===== config.mk =====
export PLATFORM = sky130hd
export DESIGN_NAME = meter_ctrl
export DESIGN_NICKNAME = d
export VERILOG_FILES = /design/src/rtl/meter_pkg.sv /design/src/rtl/meter_ctrl_bcd_add4_sat.sv /design/src/rtl/meter_ctrl.sv
export SDC_FILE = /design/constraint.sdc
export NUM_CORES = 1
export LEC_CHECK = 0
export ABC_AREA = 0
export CAP_MARGIN = 20
export CORE_UTILIZATION = 56
export DETAILED_ROUTE_END_ITERATION = 8
export GPL_TIMING_DRIVEN = 0
export HOLD_SLACK_MARGIN = 0.03
export PLACE_DENSITY = 0.9
export SETUP_SLACK_MARGIN = 0.5
export SYNTH_ARGS = -nofsm -noshare
export SYNTH_HDL_FRONTEND = slang
export SYNTH_HIERARCHICAL = 1
export SYNTH_SLANG_ARGS = --single-unit

===== constraint.sdc =====
create_clock -name CLK -period 7.1 [get_ports CLK]
set_input_delay 0.71 -clock CLK [delete_from_list [all_inputs] [get_ports CLK]]
set_output_delay 0.71 -clock CLK [all_outputs]
set_load 0.005 [all_outputs]

===== src/rtl/meter_pkg.sv =====
// Shared types and constants for the traffic-meter controller.
//   state_e : controller sequencing states
//   req_e   : winning input-edge request
//   band_e  : display flash band derived from the current count
package meter_pkg;

  typedef enum logic [1:0] {ST_RUN, ST_CALC, ST_LOAD} state_e;

  typedef enum logic [2:0] {
    REQ_NONE, REQ_B0, REQ_B1, REQ_B2, REQ_B3, REQ_SW0, REQ_SW1
  } req_e;

  typedef enum logic [1:0] {BAND_ZERO, BAND_LOW, BAND_OFF} band_e;

  localparam logic [15:0] BCD_SAT = 16'h9999;

endpackage


===== src/rtl/meter_ctrl_bcd_add4_sat.sv =====
// 4-digit BCD adder, saturating at 9999.
//   a, b : 4-digit BCD operands
//   sum  : a + b in BCD, or 9999 on carry out of the thousands digit
module bcd_add4_sat
  import meter_pkg::*;
(
  input  logic [15:0] a,
  input  logic [15:0] b,
  output logic [15:0] sum
);

  logic [4:0]  dsum;
  logic        carry;
  logic [15:0] raw;

  // Digit-serial ripple: a digit total above 9 is corrected by +6 and
  // carries into the next digit.
  always_comb begin
    dsum  = '0;
    carry = 1'b0;
    raw   = '0;
    for (int i = 0; i < 4; i++) begin
      dsum = {1'b0, a[4*i +: 4]} + {1'b0, b[4*i +: 4]} + {4'b0, carry};
      if (dsum > 5'd9) begin
        dsum  = dsum + 5'd6;
        carry = 1'b1;
      end else begin
        carry = 1'b0;
      end
      raw[4*i +: 4] = dsum[3:0];
    end
    sum = carry ? BCD_SAT : raw;
  end

endmodule


===== src/rtl/meter_ctrl.sv =====
// Controller for the 4-digit cascaded BCD down-counter of the traffic meter.
//   CLK, CLR       : clock, synchronous active-high reset
//   B0..B3, SW0/1  : add-time buttons and preset switches (levels)
//   Q1..Q4         : current count digits (Q1 = ones)
//   D1..D4         : load value for the counters
//   LOAD           : one-cycle counter load strobe
//   ENABLE         : one-cycle decrement strobe
//   BLANK          : display dark when 1
//   BUSY           : high while a request is being sequenced
module meter_ctrl
  import meter_pkg::*;
#(
  parameter int unsigned TICK_DIV   = 100000000,
  parameter logic [15:0] ADD0       = 16'h0010,
  parameter logic [15:0] ADD1       = 16'h0180,
  parameter logic [15:0] ADD2       = 16'h0200,
  parameter logic [15:0] ADD3       = 16'h0550,
  parameter logic [15:0] PRE0       = 16'h0010,
  parameter logic [15:0] PRE1       = 16'h0205,
  parameter logic [15:0] LOW_THRESH = 16'h0200
) (
  input  logic       CLK,
  input  logic       CLR,
  input  logic       B0,
  input  logic       B1,
  input  logic       B2,
  input  logic       B3,
  input  logic       SW0,
  input  logic       SW1,
  input  logic [3:0] Q1,
  input  logic [3:0] Q2,
  input  logic [3:0] Q3,
  input  logic [3:0] Q4,
  output logic [3:0] D1,
  output logic [3:0] D2,
  output logic [3:0] D3,
  output logic [3:0] D4,
  output logic       LOAD,
  output logic       ENABLE,
  output logic       BLANK,
  output logic       BUSY
);

  localparam int unsigned   PW       = $clog2(TICK_DIV);
  localparam logic [PW-1:0] PRE_LAST = PW'(TICK_DIV - 1);
  localparam logic [PW-1:0] PRE_HALF = PW'(TICK_DIV / 2 - 1);

  state_e        state, state_nxt;
  req_e          req, req_q;
  band_e         band, band_q;
  logic [5:0]    lvl, lvl_prev, rise;
  logic [PW-1:0] pres;
  logic          tick, half_tick, tick_pend, blank_q;
  logic [15:0]   count, addend, sum, d_q;

  assign count = {Q4, Q3, Q2, Q1};
  assign lvl   = {SW1, SW0, B3, B2, B1, B0};
  assign rise  = lvl & ~lvl_prev;

  // Highest bit of rise wins; the rest are simply dropped.
  always_comb begin
    req = REQ_NONE;
    if      (rise[5]) req = REQ_SW1;
    else if (rise[4]) req = REQ_SW0;
    else if (rise[3]) req = REQ_B3;
    else if (rise[2]) req = REQ_B2;
    else if (rise[1]) req = REQ_B1;
    else if (rise[0]) req = REQ_B0;
  end

  always_comb begin
    case (req_q)
      REQ_B1:  addend = ADD1;
      REQ_B2:  addend = ADD2;
      REQ_B3:  addend = ADD3;
      default: addend = ADD0;
    endcase
  end

  bcd_add4_sat u_add (.a(count), .b(addend), .sum(sum));

  always_ff @(posedge CLK) begin
    if (CLR) state <= ST_RUN;
    else     state <= state_nxt;
  end

  // Edges seen outside RUN never leave RUN, so they are lost by design.
  always_comb begin
    state_nxt = state;
    case (state)
      ST_RUN:  if (req != REQ_NONE) state_nxt = ST_CALC;
      ST_CALC: state_nxt = ST_LOAD;
      ST_LOAD: state_nxt = ST_RUN;
      default: state_nxt = ST_RUN;
    endcase
  end

  assign tick      = (pres == PRE_LAST);
  assign half_tick = tick || (pres == PRE_HALF);

  always_comb begin
    if (count == 16'h0)           band = BAND_ZERO;
    else if (count < LOW_THRESH)  band = BAND_LOW;
    else                          band = BAND_OFF;
  end

  always_ff @(posedge CLK) begin
    if (CLR) begin
      req_q     <= REQ_NONE;
      lvl_prev  <= lvl;   // held inputs do not register as edges after reset
      d_q       <= '0;
      pres      <= '0;
      tick_pend <= 1'b0;
      blank_q   <= 1'b0;
      band_q    <= BAND_OFF;
    end else begin
      lvl_prev <= lvl;
      if (state == ST_RUN && req != REQ_NONE) req_q <= req;
      if (state == ST_CALC) begin
        case (req_q)
          REQ_SW1: d_q <= PRE1;
          REQ_SW0: d_q <= PRE0;
          default: d_q <= sum;
        endcase
      end
      pres <= tick ? '0 : pres + PW'(1);
      // A tick during CALC/LOAD is held and spent on the first RUN cycle.
      if (state != ST_RUN) begin
        if (tick) tick_pend <= 1'b1;
      end else begin
        tick_pend <= 1'b0;
      end
      // Changing band restarts the flash with the display lit.
      if (band != band_q) blank_q <= 1'b0;
      else begin
        case (band)
          BAND_ZERO: if (half_tick) blank_q <= ~blank_q;
          BAND_LOW:  if (tick)      blank_q <= ~blank_q;
          default:   blank_q <= 1'b0;
        endcase
      end
      band_q <= band;
    end
  end

  assign {D4, D3, D2, D1} = d_q;
  assign LOAD   = (state == ST_LOAD);
  assign BUSY   = (state != ST_RUN);
  assign ENABLE = (state == ST_RUN) && (tick || tick_pend) && (count != 16'h0);
  assign BLANK  = blank_q;

endmodule

# After elaboration in Yosys (flattened, before gate mapping)
# Index checks and enable logic that the tools add are counted.
# classes
n_addsub,12
magnitude_cmp,5
eq_ne,14
muxes,24
bitwise,4
n_reduce_logical,15
# ops
op,n
$pmux 11 s3,1
$pmux 16 s2,1
$add 27x1->27 const B,1
$eq 27x26->1 const B,1
$eq 27x27->1 const B,1
$gt 5x4->1 const B,4
$add 4x3->4 const B,4
$logic_not 16->1,1
$lt 16x10->1 const B,1
$mux 16,1
$mux 4,4
$reduce_bool 16->1,1
$add 5x1->5,3
$add 4x4->5,2
$mux 2,5
$eq 3x3->1 const B,3
$mux 3,3
$mux 1,7
$and 6x6->6,1
$eq 3x2->1 const B,2
$ne 2x2->1 const B,3
$not 6->6,1
$reduce_or 2->1,3
$add 4x1->5 const B,1
13 further kinds,19
# word_totals
reg_bits,58
input_bits,24
out_inout_bits,20
word_cells,82

# Depth between registers and ports, before layout
# Gate-level depths: netlist (run 1).
# depth
word_depth,16
depth_mapped,28
mapped_depth_nobuf,28

# Hierarchy
# The synthesis (run 1) kept the hierarchy.
# modules_own_cells
mod,instances,cells_each,area_per_inst_um2,seq_area_each_um2
meter_ctrl,1,276,2432.3,1161.1
bcd_add4_sat,1,129,1024.7,0.0

# Least setup slack after synthesis (run 1)
# No wires, ideal clock.
# synth_timing
path_type,input -> register
start,input Q1[2]
end,register d_q[4]
setup_ps,128
arrival_ps,5552
required_ps,6972
path_slack_ps,1420
cell_stages,26
path_buffers,0
path_cell_list,ha_1 -> xnor2_2 -> inv_2 -> nand2_2 -> a21oi_1 -> fa_1 -> inv_1 -> fa_1 -> a21o_1 -> a21oi_2 -> o21a_1 -> fa_1 -> inv_1 -> fa_1 -> a21o_1 -> a21oi_2 -> o21a_1 -> fa_1 -> inv_1 -> fa_1 -> a21o_1 -> a21oi_2 -> o21a_1 -> nand2_1 -> a221oi_1 -> nor2_1
# synth_between
elab_chain_cells,14
# synth_lines
item,line,source
start: declaration,meter_ctrl.sv:30,"input logic [3:0] Q1,"
$add 4x4->5 *,meter_ctrl_bcd_add4_sat.sv:23,"dsum = {1'b0, a[4*i +: 4]} + {1'b0, b[4*i +: 4]} + {4'b0, carry};"
$gt 5x4->1 *,meter_ctrl_bcd_add4_sat.sv:24,if (dsum > 5'd9) begin
$mux 1 *,meter_ctrl_bcd_add4_sat.sv:24,
$add 5x1->5 *,meter_ctrl_bcd_add4_sat.sv:23,
$gt 5x4->1,meter_ctrl_bcd_add4_sat.sv:24,
$mux 1,meter_ctrl_bcd_add4_sat.sv:24,
$add 5x1->5,meter_ctrl_bcd_add4_sat.sv:23,
$gt 5x4->1,meter_ctrl_bcd_add4_sat.sv:24,
$mux 1,meter_ctrl_bcd_add4_sat.sv:24,
$add 5x1->5,meter_ctrl_bcd_add4_sat.sv:23,
$gt 5x4->1,meter_ctrl_bcd_add4_sat.sv:24,
$mux 1,meter_ctrl_bcd_add4_sat.sv:24,
$mux 16 *,meter_ctrl_bcd_add4_sat.sv:32,sum = carry ? BCD_SAT : raw;
named net sum[4],meter_ctrl.sv:54,"logic [15:0] count, addend, sum, d_q;"
$pmux 16 s2 *,meter_ctrl.sv:120,case (req_q)
end signal: assignment,meter_ctrl.sv:123,default: d_q <= sum;
end: declaration,meter_ctrl.sv:54,
# Mark *: on every way through the listed nets, which the timed path passes. The rest lies on a longest branch.
# A chain may end at the register's enable or synchronous reset.

# Worst setup path in the final report (run 1)
# layout_timing
start,input Q1[2]
end,register d_q[11]
# layout_between
elab_chain_cells,14
# layout_lines
item,line
$add 4x4->5 *,meter_ctrl_bcd_add4_sat.sv:23
$gt 5x4->1 *,meter_ctrl_bcd_add4_sat.sv:24
$mux 1 *,meter_ctrl_bcd_add4_sat.sv:24
$add 5x1->5 *,meter_ctrl_bcd_add4_sat.sv:23
$gt 5x4->1 *,meter_ctrl_bcd_add4_sat.sv:24
$mux 1 *,meter_ctrl_bcd_add4_sat.sv:24
$add 5x1->5 *,meter_ctrl_bcd_add4_sat.sv:23
$gt 5x4->1,meter_ctrl_bcd_add4_sat.sv:24
$mux 1,meter_ctrl_bcd_add4_sat.sv:24
$add 5x1->5,meter_ctrl_bcd_add4_sat.sv:23
$gt 5x4->1,meter_ctrl_bcd_add4_sat.sv:24
$mux 1,meter_ctrl_bcd_add4_sat.sv:24
$mux 16 *,meter_ctrl_bcd_add4_sat.sv:32
named net sum[11],meter_ctrl.sv:54
$pmux 16 s2 *,meter_ctrl.sv:120
# Marked as above.

==> results of run 1 <==
## sequential cells by signal, indices dropped and copies added, names as in the netlist
name,flops
req_q,3
lvl_prev,6
d_q,16
band_q,2
BLANK,1
state,2
pres,27
tick_pend,1
## area by class of cell
class | instances | area (µm²)
multi-input combinational | 322 | 2180
fill | 455 | 1730
sequential | 58 | 1160
timing repair buffer | 42 | 420
clock buffer | 13 | 149
inverter | 27 | 101
tap | 75 | 93.8
buffer | 10 | 68.8
clock inverter | 3 | 15.0
## worst reg2reg max path, cell delays in order (launching register included)
cell and delay (ns):
dfxtp_1 0.38, nand2b_1 0.24, inv_1 0.09, fa_1 0.40, inv_1 0.08, fa_1 0.48
nor2_2 0.21, o21a_1 0.15, fa_1 0.18, inv_1 0.05, fa_1 0.42, a21o_1 0.21
a21oi_4 0.23, o21a_1 0.17, fa_1 0.18, inv_1 0.05, fa_1 0.38, a21o_1 0.21
a21oi_2 0.26, o21ai_4 0.16, a211o_1 0.30, a22oi_1 0.17, nor2_1 0.06
## cells in the mapped netlist (2+ instances only)
master / count / area, µm²
a21oi_2: 5 / 43.8
or2_2: 3 / 18.8
fa_1: 7 / 140
xor2_2: 2 / 32.5
a21oi_1: 13 / 65.1
nor4_1: 7 / 43.8
nor4_2: 2 / 25.0
xnor2_2: 2 / 32.5
o21ai_0: 6 / 30.0
nand2_1: 25 / 93.8
ha_1: 17 / 213
nor2_2: 2 / 12.5
buf_8: 2 / 30.0
nand2b_1: 8 / 50.1
a32oi_1: 2 / 17.5
nand3b_1: 2 / 15.0
o21a_1: 4 / 30.0
nand3_1: 14 / 70.1
dfxtp_1: 58 / 1160
a22oi_1: 13 / 97.6
inv_1: 26 / 97.6
o211ai_1: 2 / 15.0
and3_1: 8 / 50.1
nand4_1: 10 / 62.6
o41ai_1: 3 / 26.3
xnor2_1: 14 / 123
nor2_1: 64 / 240
and2_1: 3 / 18.8
xor2_1: 18 / 158
nor3_1: 12 / 60.1
nor2b_1: 5 / 31.3
and4_1: 3 / 26.3
a211oi_2: 2 / 25.0
clkbuf_1: 6 / 22.5
a31oi_1: 4 / 25.0
a211o_1: 2 / 17.5
a21o_1: 5 / 37.5
## power by group through the flow
stage,clock [mW],combinational (mW),sequential (mW)
2_1_floorplan,0,0.200,0.358
3_3_place_gp,0,0.268,0.359
3_5_place_dp,0,0.276,0.360
4_1_cts,0.258,0.279,0.353
5_1_grt,0.272,0.313,0.355
6_report,0.252,0.284,0.353
## layer usage
layer	track usage, %	wire length (µm)	share of wire (%)	up-vias
met5	0	0	0	-
met4	8.04	105	1.4	0
met3	6.36	404	5.2	12
met2	45.2	3920	51	92
met1	31.0	3310	43	1495
li1	-	-	-	1525
## per-stage QoR
stage | utilization, % | instance area, µm² | hold slack, ns | std cells | total power [mW]
after floorplan | - | 3500 | 0.411 | 417 | 0.558
after CTS | 70.6 | 4180 | 0.450 | 550 | 0.891
after global routing | 70.8 | 4190 | 0.483 | 550 | 0.940
after global placement | 67.8 | 4020 | 0.422 | 534 | 0.627
final | 70.8 | 4190 | 0.450 | 550 | 0.890
after detailed placement | 67.8 | 4020 | 0.442 | 534 | 0.637
## worst paths after layout
path	slack [ns]	end	cells after the start
min	0.45	pres[0]	1
min reg2reg	0.45	pres[0]	1
max reg2reg	1.90	d_q[11]	22
max	0.80	d_q[11]	27
## logic make-up after synthesis
kind of cell    after synthesis
compound gates               69
simple gates                180
flops                        58
buf+inv                      37
xor+xnor                     36
fa+ha+maj                    24
other cells                   1
## timing repair
item,4_1_cts,5_1_grt
endpoints found under the hold margin,0,0
gates resized for setup,0,2
endpoints found under the setup margin,0,1
==> results.cfg, run 1 <==
[power_and_ir_drop]
p_clk_share_pct = 28.3
p_leak_nw = 1.67
p_sw_mw = 0.284
power_density_mw_per_mm2 = 212
seqPwrFrac_pct = 39.7
combPwrFrac_pct = 32.0
p_int_mw = 0.607
vdd_drop_max_mv = 0.195
p_sw_share_pct = 31.9

[setup_path]
crit_family = compound AO/OA/AOI/OAI gates
startpoint = Q1[2]
critPathMaxStageDelay_ns = 0.43
critical_path.slowest_cell = clkdlybuf4s50_1
path_buf_inv = 5
rr_startpoint = req_q[2]
critPathCaptureType = register
crit_path_max_fanout = 8
crit_required_ns = 7.31
worstPathArrival_ns = 6.51
critPathKind = input pin to register
cp_common_cell = fa_1
startpoint_type = input pin

[floorplan]
core_mm2 = 0.00592
die_width_um = 80.6
rows = 28
start_util_pct = 58.4
io_pins = 44
dieHeight_um = 80.6
die_area_mm2 = 0.00649

[clock_network]
cts-htree-levels = 3
postCtsSetupBuffers = 0
path_clk_slew_ns = 0.06
clock_path_buffers = 2
cts_tree = done
root_buffer = clkbuf_8
cts_hold_buf = 0
cts_made_buffers = 9
cts.sinks = 58
worstSkewPairLatency_ns = 0.34

[sta]
max-slew-margin-rel_pct = 34.0
rsz0062_at_grt = false
setup_violations = 0
finClkSkew_ns = 0.00648
clock.fmax_ghz = 0.159
layout_setup_ws_ns = 0.805
hold_viol_final = 0
drv_slew = 0
final.setup.tns_ns = 0
timing.final.crit_share_pct = 88.7
tightest_slew_ns = 0.977
min_period_ns = 6.30

[drt]
drc_errors = 0
drt_iter0_markers = 180
drt_pre_antenna_iters = 4
num_vias = 3124
routed_wl_mm = 7.74
routedWlPerCell_um = 14.1
routed_via_density = 5.68
antenna_left = 0

[place]
port-buffer-count = 42
gp_congestion = 0.834
dp_slack_ns = 0.385
dp_hpwl_mm = 5.88

[synth]
synth_simple_gate_area_share_pct = 26.6
yosys.cell_types.count = 61
synth_fa_ha_area_share_pct = 10.2
yosys_warnings = 6
netlist_instances = 405
synth_compound_area_share_pct = 14.6
yosysSeqAreaShare_pct = 33.6
synth_top_family_by_area = simple AND/OR/NAND/NOR gates
synth_mux_area_share_pct = 0
ys_ff_latch = 58
ys.flop_type = dfxtp_1
netlist_area_mm2 = 0.00346
synth_edf_count = 0
async_reset_ff_share_pct = 0
avgSynthCellArea_um2 = 8.54
synth_xor_area_share_pct = 9.99

[global_routing]
grt_max_degree = 11
overflow = 0
antenna_found_initial = 0
grt_pass1_vias = 2984
grt_pass1_wl_mm = 12.9
grt_usage_pct = 25.9

[cells_and_area]
final_common_cell = nor2_1
final_nets = 518
antenna_cells = 0
final_cell_mix = 64 x nor2_1, 58 x dfxtp_1, 42 x clkdlybuf4s50_1
area_growth_pct = 21.2
drive_gt1_share_pct = 9.05

[worst_hold_path]
worstHoldStart = pres[0]
hp-class = register to register

[flow_run]
cap_violations = 0

[run_status]
status = completed
Power figures use the tool's default switching activity.
==> inputs of run 2 (changes only) <==
--- a/config.mk
+++ b/config.mk
@@ -11,7 +11,7 @@
 export DETAILED_ROUTE_END_ITERATION = 8
 export GPL_TIMING_DRIVEN = 0
 export HOLD_SLACK_MARGIN = 0.03
-export PLACE_DENSITY = 0.9
+export PLACE_DENSITY = 0.89
 export SETUP_SLACK_MARGIN = 0.5
 export SYNTH_ARGS = -nofsm -noshare
 export SYNTH_HDL_FRONTEND = slang
==> results.cfg, run 2 (same netlist as run 1, synthesis figures left out) <==
[drt]
routedWlPerCell_um = 14.1
antenna_left = 0
routed_via_density = 5.69
routed_wl_mm = 7.75
drt_iter0_markers = 195
num_vias = 3132
drt_pre_antenna_iters = 4
drc_errors = 0

[clock_network]
worstSkewPairLatency_ns = 0.33
cts-htree-levels = 3
cts_made_buffers = 9
cts.sinks = 58
clock_path_buffers = 2
postCtsSetupBuffers = 0
ctsResizeCount = 0
path_clk_slew_ns = 0.06
cts_hold_buf = 0
cts_tree = done
root_buffer = clkbuf_8

[global_routing]
antenna_found_initial = 0
grt_usage_pct = 25.2
grt_pass1_wl_mm = 12.6
grt_pass1_vias = 2855
overflow = 0
grt_max_degree = 11

[floorplan]
die_area_mm2 = 0.00649
rows = 28
core_mm2 = 0.00592
dieHeight_um = 80.6
io_pins = 44
start_util_pct = 58.4
die_width_um = 80.6

[sta]
min_period_ns = 6.29
layout_setup_ws_ns = 0.807
tightest_slew_ns = 0.909
final.setup.tns_ns = 0
hold_viol_final = 0
drv_slew = 0
timing.final.crit_share_pct = 88.6
setup_violations = 0
rsz0062_at_grt = false
clock.fmax_ghz = 0.159
max-slew-margin-rel_pct = 38.6
finClkSkew_ns = 0.00601

[cells_and_area]
fin_util_pct = 72.1
drive_gt1_share_pct = 9.68
antenna_cells = 0
area_growth_pct = 23.5
largest_register_ffs = 27
regMostFlops = pres
final_area_mm2 = 0.00427
final_nets = 518
reg_top3 = pres (27), d_q (16), lvl_prev (6)
final_common_cell = nor2_1
final_cell_mix = 64 x nor2_1, 58 x dfxtp_1, 42 x clkdlybuf4s50_1

[setup_path]
crit_path_max_fanout = 7
reg2regPathDepth = 22
critPathCaptureType = register
startpoint_type = input pin
worstPathArrival_ns = 6.49
crit_required_ns = 7.30
critPathKind = input pin to register

[power_and_ir_drop]
power.total_mw = 1.00
power_density_mw_per_mm2 = 234
p_leak_nw = 1.70
vdd_drop_max_mv = 0.162

[place]
gp_congestion = 0.873
placed_area_mm2 = 0.00402
port-buffer-count = 42
dp_slack_ns = 0.405
dp_hpwl_mm = 5.65

[worst_hold_path]
hold_path_depth = 1
hp-class = register to register

[run_status]
status = completed

[flow_run]
cap_violations = 0
## run 2: layer usage
| metal | vias up | wire (µm) | track usage [%] |
|---|---|---|---|
| li1 | 1523 | - | - |
| met1 | 1485 | 3470 | 31.1 |
| met2 | 100 | 3720 | 42.0 |
| met3 | 24 | 379 | 4.20 |
| met4 | 0 | 187 | 12.7 |
| met5 | - | 0 | 0 |
## run 2: where the power goes
part           total, mW  internal [mW]  switching [mW]
registers          0.353          0.342          0.0113
logic              0.293          0.132           0.161
clock network      0.354          0.226           0.128
total               1.00          0.699           0.301
## run 2: per-stage QoR
step	hold WS, ns	cells
floorplan	0.411	417
global placement	0.425	534
detailed placement	0.430	534
CTS	0.439	550
global route	0.471	550
finish	0.437	550
## run 2: worst paths after layout
check | end | slack (ns) | start
min | pres[0] | 0.44 | pres[0]
max reg2reg | d_q[4] | 1.90 | req_q[2]
min reg2reg | pres[0] | 0.44 | pres[0]
max | d_q[4] | 0.81 | Q1[1]
## run 2: layout make-up
class,count,area [µm²]
clock buffer,12,165
clock inverter,4,72.6
sequential,58,1160
fill,452,1650
multi-input combinational,322,2190
tap,75,93.8
inverter,27,101
buffer,10,68.8
timing repair buffer,42,420
## run 2: worst max-delay path, stage by stage
cell             delay, ns
clkdlybuf4s50_1       0.50
inv_1                 0.07
fa_1                  0.61
nand2_2               0.15
a21oi_1               0.08
fa_1                  0.39
inv_1                 0.08
fa_1                  0.48
nor2_2                0.21
o21a_1                0.14
fa_1                  0.18
inv_1                 0.06
fa_1                  0.42
a21o_1                0.21
a21oi_4               0.22
o21a_1                0.17
fa_1                  0.19
inv_1                 0.06
fa_1                  0.39
a21o_1                0.20
a21oi_2               0.26
o21a_2                0.28
nand2_1               0.08
a221oi_1              0.27
nor2_1                0.07
==> inputs of run 3 (changes only) <==
--- a/config.mk
+++ b/config.mk
@@ -7,9 +7,9 @@
 export LEC_CHECK = 0
 export ABC_AREA = 0
 export CAP_MARGIN = 20
+export CORE_MARGIN = 2
 export CORE_UTILIZATION = 56
 export DETAILED_ROUTE_END_ITERATION = 8
-export GPL_TIMING_DRIVEN = 0
 export HOLD_SLACK_MARGIN = 0.03
 export PLACE_DENSITY = 0.89
 export SETUP_SLACK_MARGIN = 0.5
==> results.cfg, run 3 (same netlist as run 1, synthesis figures left out) <==
[run_status]
status = completed

[power_and_ir_drop]
p_sw_share_pct = 31.4
p_int_mw = 0.677
combPwrFrac_pct = 29.8
power_density_mw_per_mm2 = 235
vdd_drop_max_mv = 0.133
seqPwrFrac_pct = 35.7
p_clk_share_pct = 34.5
p_leak_nw = 1.67
p_sw_mw = 0.311

[floorplan]
start_util_pct = 58.0
rows = 28
die_area_mm2 = 0.00682
dieHeight_um = 82.6
core_mm2 = 0.00596
die_width_um = 82.6
io_pins = 44

[sta]
timing.final.crit_share_pct = 88.8
final.setup.tns_ns = 0
setup_violations = 0
clock.fmax_ghz = 0.159
rsz0062_at_grt = false
drv_slew = 0
hold_viol_final = 0
min_period_ns = 6.31
max-slew-margin-rel_pct = 30.4
finClkSkew_ns = 0.00676
tightest_slew_ns = 1.03

[drt]
routed_wl_mm = 8.08
drc_errors = 0
routedWlPerCell_um = 14.9
antenna_left = 0
drt_iter0_markers = 193
drt_pre_antenna_iters = 5
num_vias = 3154
routed_via_density = 5.82

[setup_path]
worstPathArrival_ns = 6.53
crit_required_ns = 7.32
critPathKind = input pin to register
critPathCaptureType = register
startpoint_type = input pin
crit_path_max_fanout = 6

[global_routing]
grt_usage_pct = 25.6
overflow = 0
antenna_found_initial = 0
grt_pass1_vias = 2923
grt_pass1_wl_mm = 13.2
grt_max_degree = 27

[worst_hold_path]
hp-class = register to register

[place]
placed_area_mm2 = 0.00397
gp_congestion = 0.900
dp_cells = 526
port-buffer-count = 43
dp_hpwl_mm = 5.77

[cells_and_area]
fin_util_pct = 70.6
drive_gt1_share_pct = 9.21
final_area_mm2 = 0.00420
regMostFlops = pres
area_growth_pct = 21.6
final_nets = 510
reg_top3 = pres (27), d_q (16), lvl_prev (6)
final_cells = 542
largest_register_ffs = 27
final_cell_mix = 63 x nor2_1, 58 x dfxtp_1, 43 x clkdlybuf4s50_1
final_common_cell = nor2_1
antenna_cells = 0

[flow_run]
cap_violations = 0

[clock_network]
cts_tree = done
cts-htree-levels = 3
cts_hold_buf = 0
cts_made_buffers = 9
path_clk_slew_ns = 0.07
worstSkewPairLatency_ns = 0.34
clock_path_buffers = 2
root_buffer = clkbuf_8
cts.sinks = 58
-- run 3: final cells by class --
class                   count  area [µm²]
clock inverters             5        77.6
clock buffers              11         141
flip-flops and latches     58        1160
fillers                   472        1750
inverters                  27         101
well taps                  75        93.8
multi-input cells         322        2190
repair buffers             44         438
-- run 3: metrics by stage --
| step | hold slack [ns] | total power [mW] | setup slack, ns |
|---|---|---|---|
| 6_report | 0.444 | 0.988 | 0.792 |
| 5_1_grt | 0.486 | 1.03 | 0.503 |
| 4_1_cts | 0.448 | 0.977 | 0.698 |
| 3_5_place_dp | 0.436 | 0.637 | 0.435 |
| 3_3_place_gp | 0.425 | 0.625 | 0.715 |
| 2_1_floorplan | 0.411 | 0.558 | 1.42 |
-- run 3: worst paths after layout --
| check | start | end | slack (ns) | cells past startpoint |
|---|---|---|---|---|
| worst min register to register | pres[0] | pres[0] | 0.44 | 1 |
| worst min-delay path | pres[0] | pres[0] | 0.44 | 1 |
| worst max register to register | req_q[2] | d_q[4] | 1.90 | 22 |
| worst max-delay path | Q1[2] | d_q[4] | 0.79 | 27 |
-- run 3: worst max-delay path, cell delays in order --
cell             delay (ns)
clkdlybuf4s50_1        0.43
ha_1                   0.41
xnor2_2                0.21
inv_2                  0.09
nand2_2                0.09
a21oi_1                0.19
fa_1                   0.23
inv_1                  0.06
fa_1                   0.42
a21o_1                 0.19
a21oi_2                0.25
o21a_1                 0.17
fa_1                   0.17
inv_1                  0.05
fa_1                   0.42
a21o_1                 0.22
a21oi_4                0.24
o21a_1                 0.17
fa_1                   0.19
inv_1                  0.06
fa_1                   0.39
a21o_1                 0.23
a21oi_4                0.22
o21a_2                 0.25
nand2_1                0.08
a221oi_1               0.29
nor2_1                 0.08
-- run 3: timing repair --
| action | in CTS | in global routing |
|---|---|---|
| resized for setup | 0 | 4 |
| setup buffers | 0 | 0 |
| endpoints found under the setup margin | 0 | 7 |
-- run 3: per-layer routing --
metal / vias up / track usage [%] / routed length (µm)
li1: 1510 / - / -
met1: 1486 / 30.2 / 3390
met2: 128 / 43.6 / 3950
met3: 30 / 4.46 / 441
met4: 0 / 14.8 / 303
met5: - / 0 / 0
-- run 3: power groups by stage --
stage,Clock [mW],Sequential [mW],Combinational [mW]
2_1_floorplan,0,0.358,0.200
3_3_place_gp,0,0.358,0.266
3_5_place_dp,0,0.359,0.278
4_1_cts,0.341,0.353,0.284
5_1_grt,0.354,0.355,0.320
6_report,0.341,0.352,0.295
